[src/rtl/com_bus_arb_pkg.sv]
`default_nettype none
// ============================================================================
//  Module   : com_bus_arb_pkg
//  Purpose  : Shared types, defaults and helpers for the round-robin common
//             bus arbiter (proc FSM state encoding, default channel counts,
//             one-hot to index conversion).
//  Revision : 1.0 - initial release
// ============================================================================
package com_bus_arb_pkg;

    typedef enum logic [1:0] {
        IDLE    = 2'd0,
        GRANT   = 2'd1,
        RELEASE = 2'd2
    } arb_state_t;

    localparam int c_DEF_NUM_PROC  = 8;
    localparam int c_DEF_NUM_SNOOP = 4;

    // Widest channel count supported by either arbitration side.
    localparam int c_MAX_CH    = 16;
    localparam int c_MAX_IDX_W = 4;

    // Index of the set bit of a one-hot vector (0 when the vector is zero).
    function automatic logic [c_MAX_IDX_W-1:0] onehot_to_idx(input logic [c_MAX_CH-1:0] oh);
        logic [c_MAX_IDX_W-1:0] idx;
        idx = '0;
        for (int i = 0; i < c_MAX_CH; i++) begin
            if (oh[i]) begin
                idx = idx | c_MAX_IDX_W'(i);
            end
        end
        return idx;
    endfunction

endpackage
`default_nettype wire

[src/rtl/com_bus_arbiter_rr_picker.sv]
`default_nettype none
// ============================================================================
//  Module   : rr_picker
//  Purpose  : Combinational round-robin pick. Grants the first set request
//             at or after ptr, wrapping modulo WIDTH.
//  Ports    : req   - request vector
//             ptr   - search start index (must be < WIDTH)
//             gnt   - one-hot pick, zero when no request
//             valid - at least one request is set
//  Revision : 1.0 - initial release
// ============================================================================
module rr_picker #(
    parameter int WIDTH = 8,
    parameter int PTR_W = (WIDTH > 1) ? $clog2(WIDTH) : 1
) (
    input  logic [WIDTH-1:0] req,
    input  logic [PTR_W-1:0] ptr,
    output logic [WIDTH-1:0] gnt,
    output logic             valid
);

    // Walk WIDTH positions starting at ptr; the extra sum bit lets the
    // wrap be a single subtract even for non-power-of-two widths.
    always_comb begin
        logic [PTR_W:0] w_pos;
        logic           w_found;
        gnt     = '0;
        w_pos   = '0;
        w_found = 1'b0;
        for (int i = 0; i < WIDTH; i++) begin
            w_pos = {1'b0, ptr} + (PTR_W + 1)'(i);
            if (w_pos >= (PTR_W + 1)'(WIDTH)) begin
                w_pos = w_pos - (PTR_W + 1)'(WIDTH);
            end
            if (!w_found && req[w_pos[PTR_W-1:0]]) begin
                gnt[w_pos[PTR_W-1:0]] = 1'b1;
                w_found               = 1'b1;
            end
        end
    end

    assign valid = |req;

endmodule
`default_nettype wire

[src/rtl/com_bus_arbiter_rr.sv]
`default_nettype none
// ============================================================================
//  Module   : com_bus_arbiter_rr
//  Purpose  : Round-robin common-bus arbiter for NUM_PROC processors. While a
//             processor owns the bus, the snoop slot is arbitrated between
//             NUM_SNOOP caches (round-robin, priority) and lower-level memory.
//  Ports    : clk, rst (async, active-high)
//             Com_Bus_Req_proc / Com_Bus_Gnt_proc   - processor channels
//             Com_Bus_Req_snoop / Com_Bus_Gnt_snoop - cache snoop channels
//             Mem_snoop_req / Mem_snoop_gnt         - memory snoop slot
//             Arb_busy    - FSM not idle (grant or release dead cycle)
//             Arb_timeout - one-cycle pulse on forced release
//  Options  : `define ARB_TIMEOUT_EN enables the MAX_HOLD grant limit;
//             otherwise Arb_timeout is tied 0 and grants are held forever.
//  Revision : 1.0 - initial release
// ============================================================================
module com_bus_arbiter_rr
    import com_bus_arb_pkg::*;
#(
    parameter int NUM_PROC  = c_DEF_NUM_PROC,
    parameter int NUM_SNOOP = c_DEF_NUM_SNOOP,
    parameter int MAX_HOLD  = 64
) (
    input  logic                 clk,
    input  logic                 rst,
    input  logic [NUM_PROC-1:0]  Com_Bus_Req_proc,
    output logic [NUM_PROC-1:0]  Com_Bus_Gnt_proc,
    input  logic [NUM_SNOOP-1:0] Com_Bus_Req_snoop,
    output logic [NUM_SNOOP-1:0] Com_Bus_Gnt_snoop,
    input  logic                 Mem_snoop_req,
    output logic                 Mem_snoop_gnt,
    output logic                 Arb_busy,
    output logic                 Arb_timeout
);

    localparam int c_PROC_W = $clog2(NUM_PROC);
    localparam int c_SNP_W  = (NUM_SNOOP > 1) ? $clog2(NUM_SNOOP) : 1;

    if (NUM_PROC < 2 || NUM_PROC > c_MAX_CH || NUM_SNOOP < 1 ||
        NUM_SNOOP > c_MAX_CH || MAX_HOLD < 1) begin : g_param_check
        $error("com_bus_arbiter_rr: parameter out of range");
    end

    arb_state_t            r_state, w_state_nxt;
    arb_state_t            r_snp_state, w_snp_state_nxt;
    logic [c_PROC_W-1:0]   r_owner, w_owner_nxt, r_ptr, w_ptr_nxt, w_owner_inc, w_proc_idx;
    logic [NUM_PROC-1:0]   r_gnt_proc, w_gnt_proc_nxt, w_proc_pick, w_req_eff;
    logic                  w_proc_valid, w_leave, w_force, r_busy;
    logic [c_SNP_W-1:0]    r_snp_owner, w_snp_owner_nxt, r_snp_ptr, w_snp_ptr_nxt;
    logic [c_SNP_W-1:0]    w_snp_owner_inc, w_snp_idx;
    logic [NUM_SNOOP-1:0]  r_gnt_snoop, w_gnt_snoop_nxt, w_snp_pick, w_snp_req_eff;
    logic                  w_snp_valid, r_snp_is_mem, w_snp_is_mem_nxt, r_gnt_mem, w_gnt_mem_nxt;

`ifdef ARB_TIMEOUT_EN
    localparam int c_HOLD_W = $clog2(MAX_HOLD + 1);
    logic [c_HOLD_W-1:0]   r_hold, w_hold_nxt, w_hold_inc;
    // A timed-out owner stays locked out until it drops its request.
    logic [NUM_PROC-1:0]   r_blocked, w_blocked_nxt;
    logic                  r_timeout, w_timeout_nxt;

    assign w_hold_inc  = r_hold + 1'b1;
    assign w_force     = (r_state == GRANT) && (w_hold_inc == c_HOLD_W'(MAX_HOLD));
    assign w_req_eff   = Com_Bus_Req_proc & ~r_blocked;
    assign Arb_timeout = r_timeout;
`else
    assign w_force     = 1'b0;
    assign w_req_eff   = Com_Bus_Req_proc;
    assign Arb_timeout = 1'b0;
`endif

    assign w_leave = (r_state == GRANT) && (!Com_Bus_Req_proc[r_owner] || w_force);

    // The bus owner never competes for its own snoop slot.
    always_comb begin
        w_snp_req_eff = Com_Bus_Req_snoop;
        for (int i = 0; i < NUM_SNOOP; i++) begin
            if (int'(r_owner) == i) begin
                w_snp_req_eff[i] = 1'b0;
            end
        end
    end

    rr_picker #(.WIDTH(NUM_PROC), .PTR_W(c_PROC_W)) u_proc_pick (
        .req   (w_req_eff),
        .ptr   (r_ptr),
        .gnt   (w_proc_pick),
        .valid (w_proc_valid)
    );

    rr_picker #(.WIDTH(NUM_SNOOP), .PTR_W(c_SNP_W)) u_snoop_pick (
        .req   (w_snp_req_eff),
        .ptr   (r_snp_ptr),
        .gnt   (w_snp_pick),
        .valid (w_snp_valid)
    );

    assign w_proc_idx      = c_PROC_W'(onehot_to_idx(c_MAX_CH'(w_proc_pick)));
    assign w_snp_idx       = c_SNP_W'(onehot_to_idx(c_MAX_CH'(w_snp_pick)));
    assign w_owner_inc     = (r_owner == c_PROC_W'(NUM_PROC - 1)) ? '0 : r_owner + 1'b1;
    assign w_snp_owner_inc = (r_snp_owner == c_SNP_W'(NUM_SNOOP - 1)) ? '0 : r_snp_owner + 1'b1;

    always_comb begin
        w_state_nxt      = r_state;
        w_owner_nxt      = r_owner;
        w_ptr_nxt        = r_ptr;
        w_gnt_proc_nxt   = r_gnt_proc;
        w_snp_state_nxt  = r_snp_state;
        w_snp_owner_nxt  = r_snp_owner;
        w_snp_ptr_nxt    = r_snp_ptr;
        w_snp_is_mem_nxt = r_snp_is_mem;
        w_gnt_snoop_nxt  = r_gnt_snoop;
        w_gnt_mem_nxt    = r_gnt_mem;
`ifdef ARB_TIMEOUT_EN
        w_hold_nxt       = r_hold;
        w_timeout_nxt    = 1'b0;
        w_blocked_nxt    = r_blocked & Com_Bus_Req_proc;
`endif

        // Processor side
        case (r_state)
            IDLE: begin
                if (w_proc_valid) begin
                    w_state_nxt    = GRANT;
                    w_owner_nxt    = w_proc_idx;
                    w_gnt_proc_nxt = w_proc_pick;
`ifdef ARB_TIMEOUT_EN
                    w_hold_nxt     = '0;
`endif
                end
            end
            GRANT: begin
                if (w_leave) begin
                    w_state_nxt    = RELEASE;
                    w_gnt_proc_nxt = '0;
`ifdef ARB_TIMEOUT_EN
                    if (w_force) begin
                        w_timeout_nxt          = 1'b1;
                        w_blocked_nxt[r_owner] = 1'b1;
                    end
`endif
                end
`ifdef ARB_TIMEOUT_EN
                else begin
                    w_hold_nxt = w_hold_inc;
                end
`endif
            end
            RELEASE: begin
                w_state_nxt = IDLE;
                w_ptr_nxt   = w_owner_inc;
            end
            default: begin
                w_state_nxt    = IDLE;
                w_gnt_proc_nxt = '0;
            end
        endcase

        // Snoop side: live only during a tenure that continues past this edge.
        if (r_state == GRANT && !w_leave) begin
            case (r_snp_state)
                IDLE: begin
                    if (w_snp_valid) begin
                        w_snp_state_nxt  = GRANT;
                        w_snp_owner_nxt  = w_snp_idx;
                        w_snp_is_mem_nxt = 1'b0;
                        w_gnt_snoop_nxt  = w_snp_pick;
                    end else if (Mem_snoop_req) begin
                        w_snp_state_nxt  = GRANT;
                        w_snp_is_mem_nxt = 1'b1;
                        w_gnt_mem_nxt    = 1'b1;
                    end
                end
                GRANT: begin
                    if (r_snp_is_mem ? !Mem_snoop_req : !Com_Bus_Req_snoop[r_snp_owner]) begin
                        w_snp_state_nxt = RELEASE;
                        w_gnt_snoop_nxt = '0;
                        w_gnt_mem_nxt   = 1'b0;
                    end
                end
                RELEASE: begin
                    w_snp_state_nxt = IDLE;
                    if (!r_snp_is_mem) begin
                        w_snp_ptr_nxt = w_snp_owner_inc;
                    end
                end
                default: begin
                    w_snp_state_nxt = IDLE;
                    w_gnt_snoop_nxt = '0;
                    w_gnt_mem_nxt   = 1'b0;
                end
            endcase
        end else begin
            w_snp_state_nxt = IDLE;
            w_gnt_snoop_nxt = '0;
            w_gnt_mem_nxt   = 1'b0;
            // A cut-short cache tenure still counts for fairness.
            if (r_snp_state != IDLE && !r_snp_is_mem) begin
                w_snp_ptr_nxt = w_snp_owner_inc;
            end
        end
    end

    always_ff @(posedge clk or posedge rst) begin
        if (rst) begin
            r_state      <= IDLE;
            r_owner      <= '0;
            r_ptr        <= '0;
            r_gnt_proc   <= '0;
            r_busy       <= 1'b0;
            r_snp_state  <= IDLE;
            r_snp_owner  <= '0;
            r_snp_ptr    <= '0;
            r_snp_is_mem <= 1'b0;
            r_gnt_snoop  <= '0;
            r_gnt_mem    <= 1'b0;
`ifdef ARB_TIMEOUT_EN
            r_hold       <= '0;
            r_timeout    <= 1'b0;
            r_blocked    <= '0;
`endif
        end else begin
            r_state      <= w_state_nxt;
            r_owner      <= w_owner_nxt;
            r_ptr        <= w_ptr_nxt;
            r_gnt_proc   <= w_gnt_proc_nxt;
            r_busy       <= (w_state_nxt != IDLE);
            r_snp_state  <= w_snp_state_nxt;
            r_snp_owner  <= w_snp_owner_nxt;
            r_snp_ptr    <= w_snp_ptr_nxt;
            r_snp_is_mem <= w_snp_is_mem_nxt;
            r_gnt_snoop  <= w_gnt_snoop_nxt;
            r_gnt_mem    <= w_gnt_mem_nxt;
`ifdef ARB_TIMEOUT_EN
            r_hold       <= w_hold_nxt;
            r_timeout    <= w_timeout_nxt;
            r_blocked    <= w_blocked_nxt;
`endif
        end
    end

    assign Com_Bus_Gnt_proc  = r_gnt_proc;
    assign Com_Bus_Gnt_snoop = r_gnt_snoop;
    assign Mem_snoop_gnt     = r_gnt_mem;
    assign Arb_busy          = r_busy;

endmodule
`default_nettype wire

[config.mk]
export PLATFORM = sky130hd
export DESIGN_NAME = com_bus_arbiter_rr
export DESIGN_NICKNAME = d
export VERILOG_FILES = /design/src/rtl/com_bus_arb_pkg.sv /design/src/rtl/com_bus_arbiter_rr_picker.sv /design/src/rtl/com_bus_arbiter_rr.sv
export SDC_FILE = /design/constraint.sdc
export NUM_CORES = 1
export LEC_CHECK = 0
export ABC_CLOCK_PERIOD_IN_PS = 5250
export CORE_ASPECT_RATIO = 1.25
export CORE_UTILIZATION = 30
export CTS_CLUSTER_DIAMETER = 60
export DETAILED_ROUTE_END_ITERATION = 10
export GPL_TIMING_DRIVEN = 0
export PLACE_DENSITY_LB_ADDON = 0.15
export SLEW_MARGIN = 20
export SYNTH_ARGS = -nofsm -noshare
export SYNTH_HDL_FRONTEND = slang
export SYNTH_SLANG_ARGS = --single-unit
export TNS_END_PERCENT = 50
[constraint.sdc]
create_clock -name clk -period 5.25 [get_ports clk]
set_clock_uncertainty 0.2 [all_clocks]
set_input_delay 0.525 -clock clk [delete_from_list [all_inputs] [get_ports clk]]
set_output_delay 0.525 -clock clk [all_outputs]
set_load 0.01 [all_outputs]
==> out/metrics.csv <==
stage;metric;value;unit
critical_path;crit_family;compound AO/OA/AOI/OAI gates;
floorplanning;die_w;89.4;um
floorplanning;ios;30;
synth;synthesis.area;2860;um2
hold_path;whs_endpoint;Com_Bus_Gnt_snoop[2];
critical_path;r2r-end;r_owner[0];
critical_path;cp_cell_sequence;buf_6 -> buf_6 -> clkbuf_1 -> inv_1 -> ha_1 -> xnor2_1 -> mux4_2 -> nor4bb_1 -> a21boi_4 -> a2111o_1 -> a22oi_2 -> or3b_1 -> o32a_1;
route;ant_nets;0;
critical_path;critical_path.max_fanout;10;
sta;max_freq;0.218;GHz
route;vias_per_cell;5.55;
hold_path;min_from;Com_Bus_Gnt_snoop[2];
clocking;cts.sinks;29;
critical_path;rr_worst_depth;13;
critical_path;timing.reg2reg.setup_slack;660;ps
clocking;ctsHoldBuffers;0;
cells_and_area;area_growth;19.5;%
pwr;power_density;669;nW/um2
synth;syn_area_per_cell;9.08;um2
placement;pre_cts_slack;708;ps
pwr;pwr-share-comb;70.1;%
critical_path;cp_slowest_cell;mux4_2;
floorplanning;coreArea;9220;um2
sta;finalCritPeriodShare;87.4;%
cells_and_area;final_util;37.1;%
hold_path;hold_class;register to register;
sta;slew_violations;0;
placement;hpwl;6410;um
route;top_layer;met4;
critical_path;crit_buf_inv;4;
route;wl_met3;323;um
critical_path;path_class;register to register;
cells_and_area;fin_area;3420;um2
cells_and_area;multi_input_area;2010;um2
cells_and_area;final_common_cell;nand2_1;
clocking;clk_path_buf_depth;2;
pwr;cellLeakagePower;0.00143;uW
clocking;cts_tree;done;
synth;netlist_instances;315;
sta;rsz0062_at_grt;no;
pwr;pwr-share-clk;12.0;%
pwr;ir_worst_vdd;294;uV
grt;grt_first_pass_wirelength;13300;um
sta;worst_slack;663;ps
cells_and_area;drive_gt1_share;10.9;%
critical_path;path_common_cell;buf_6;
synth;synth-async-reset-ratio;100;%
critical_path;required;5200;ps
grt;gr-usage-all-layers;17.4;%
pwr;switching_share;48.6;%
critical_path;cpPeakStageDelay;590;ps
sta;relSlewSlack;38.1;%
run_status;status;finished, final reports clean;
critical_path;worstReg2RegStart;r_ptr[0];
cells_and_area;final_nets;384;
route;wl_met2;4370;um
pwr;p_sw;1110;uW
floorplanning;initial_core_util;31.0;%
synth;ys.flop_type;dfrtp_1;
clocking;ctsHtreeMaxLevel;2;
sta;fin_crit;4590;ps
route;drt_pass1_iterations;4;
route;wire_per_inst;17.4;um
clocking;clk_pin_slew;50;ps
synth;synth_seq_cells;29;
route;drc;0;
route;vias;2612;
pwr;total_power;2290;uW
sta;final-hold-violation-count;0;
sta;worst_slew_pin_slew;917;ps
synth;synth-edff-count;0;
floorplanning;rows;39;
clocking;cts_repair_resize_count;0;
cells_and_area;n_fill_cell;952;
sta;tns;0;ps
route;wirelength;8190;um
critical_path;crit_arrival;4540;ps
cells_and_area;layout_common_cells;nand2_1 (41), dfrtp_1 (29), clkdlybuf4s50_1 (26);
placement;dpl_cell_area;3280;um2
sta;setup_violations;0;
clocking;postCtsSetupRepairBufs;0;
synth;syn-num-nets;351;
cells_and_area;antenna_cells;0;
grt;antenna_found_initial;0;
run;maxCapViolCount;0;
placement;gp_congestion;0.846;
cells_and_area;seq_area;726;um2
pwr;internal-power;1180;uW
clocking;root_buffer;clkbuf_16;
clocking;cts_made_buffers;5;
clocking;clk_latency;270;ps
critical_path;end_kind;register;
pwr;seqPwrFrac;17.9;%
floorplanning;die_y;111;um
grt;grt_pass1_vias;2575;
grt;grt_overflow_total;0;
placement;io_buffer_count;26;
route;wirelength_met1;3360;um
critical_path;startpoint_type;register;
synth;synth-seq-area-share;25.4;%
floorplanning;die_area;9940;um2
route;drtIter0Drc;129;
synth;yosys_warnings;0;
grt;grt_max_degree;30;
synth;synth.distinct_cells;67;
hold_path;min_delay_path_depth;2;
-- registers in the layout, summed over array words and instances (netlist names) --
signal	flops
r_snp_is_mem	1
r_owner	3
r_snp_owner	2
r_state	2
Com_Bus_Gnt_proc	8
Com_Bus_Gnt_snoop	4
r_snp_state	2
r_snp_ptr	2
Mem_snoop_gnt	1
r_ptr	3
Arb_busy	1
-- metal layers --
layer	vias to the layer above	GRT usage [%]
met3	8	2.46
li1	1275	-
met5	-	0
met4	0	6.03
met1	1259	21.0
met2	70	30.8
-- final cells by class --
| cell class | count | share of cell area, % |
|---|---|---|
| Clock buffer | 7 | 4.17 |
| Inverter | 13 | 1.43 |
| Sequential cell | 29 | 21.2 |
| Buffer | 12 | 2.12 |
| Multi-Input combinational cell | 261 | 58.9 |
| Tap cell | 123 | 4.50 |
| Timing Repair Buffer | 26 | 7.61 |
-- stage by stage --
stage               hold slack (ps)  instances
floorplan                       294        315
detailed placement              264        464
global placement                262        464
global route                    298        471
finish                          268        471
CTS                             276        471
-- tightest hold or removal path: cells and delay by family, from the launching register on --
family           cells  cell delay (ps)
flip-flops           1              330
AND/OR/NAND/NOR      2              100
-- logic make-up after synthesis --
family / synth area share (%)
other: 0.131
AOI/OAI and AO/OA: 25.1
xor gates and xnor gates: 1.49
buffers and inverters: 4.24
adders and majority gates: 9.18
DFF: 25.4
and+or+nand+nor: 19.0
muxes: 15.5
-- how the worst max path moves through the flow --
stage                         from          to  depth (start not counted)
after detailed placement  r_ptr[0]  r_owner[0]                         13
after CTS                 r_ptr[0]  r_owner[0]                         13
final                     r_ptr[0]  r_owner[0]                         13
after global placement    r_ptr[0]  r_owner[0]                         13
after floorplan           r_ptr[0]  r_owner[0]                         13
after global routing      r_ptr[0]  r_owner[0]                         13
-- Yosys cell counts (2+ instances only) --
library cell,n,area (um2)
a22oi_1,4,30.0
mux2i_1,14,140
nor3b_1,2,15.0
a32o_1,2,20.0
xor2_1,2,17.5
nor4_1,4,25.0
nor3_1,6,30.0
o21ai_0,16,80.1
a221oi_1,3,26.3
o31ai_1,3,22.5
a21o_1,2,15.0
a31oi_1,3,18.8
nor2_1,18,67.6
o211ai_1,3,22.5
a2111oi_0,3,26.3
a222oi_1,4,40.0
a221o_1,3,30.0
a22o_1,6,52.6
mux4_2,10,225
nand2b_1,9,56.3
dfrtp_1,29,726
ha_1,21,263
inv_1,13,48.8
and2_1,5,31.3
o211a_1,2,20.0
o21a_1,2,15.0
buf_6,3,33.8
mux2_2,7,78.8
nand3_1,12,60.1
nand4_1,2,12.5
o22a_1,3,26.3
nand2_1,41,154
or2_2,2,12.5
clkbuf_1,6,22.5
a21oi_1,12,60.1
o22ai_1,3,18.8
a211oi_1,3,22.5
nor2b_1,3,18.8
-- power groups by stage --
stage                     Clock (uW)  Sequential [uW]  Combinational [uW]
after global placement             0              413                1590
final                            274              409                1600
after floorplan                    0              403                1170
after CTS                        282              410                1600
after detailed placement           0              412                1590
after global routing             289              422                1760
Note: power is estimated with default switching activity, not from simulation.
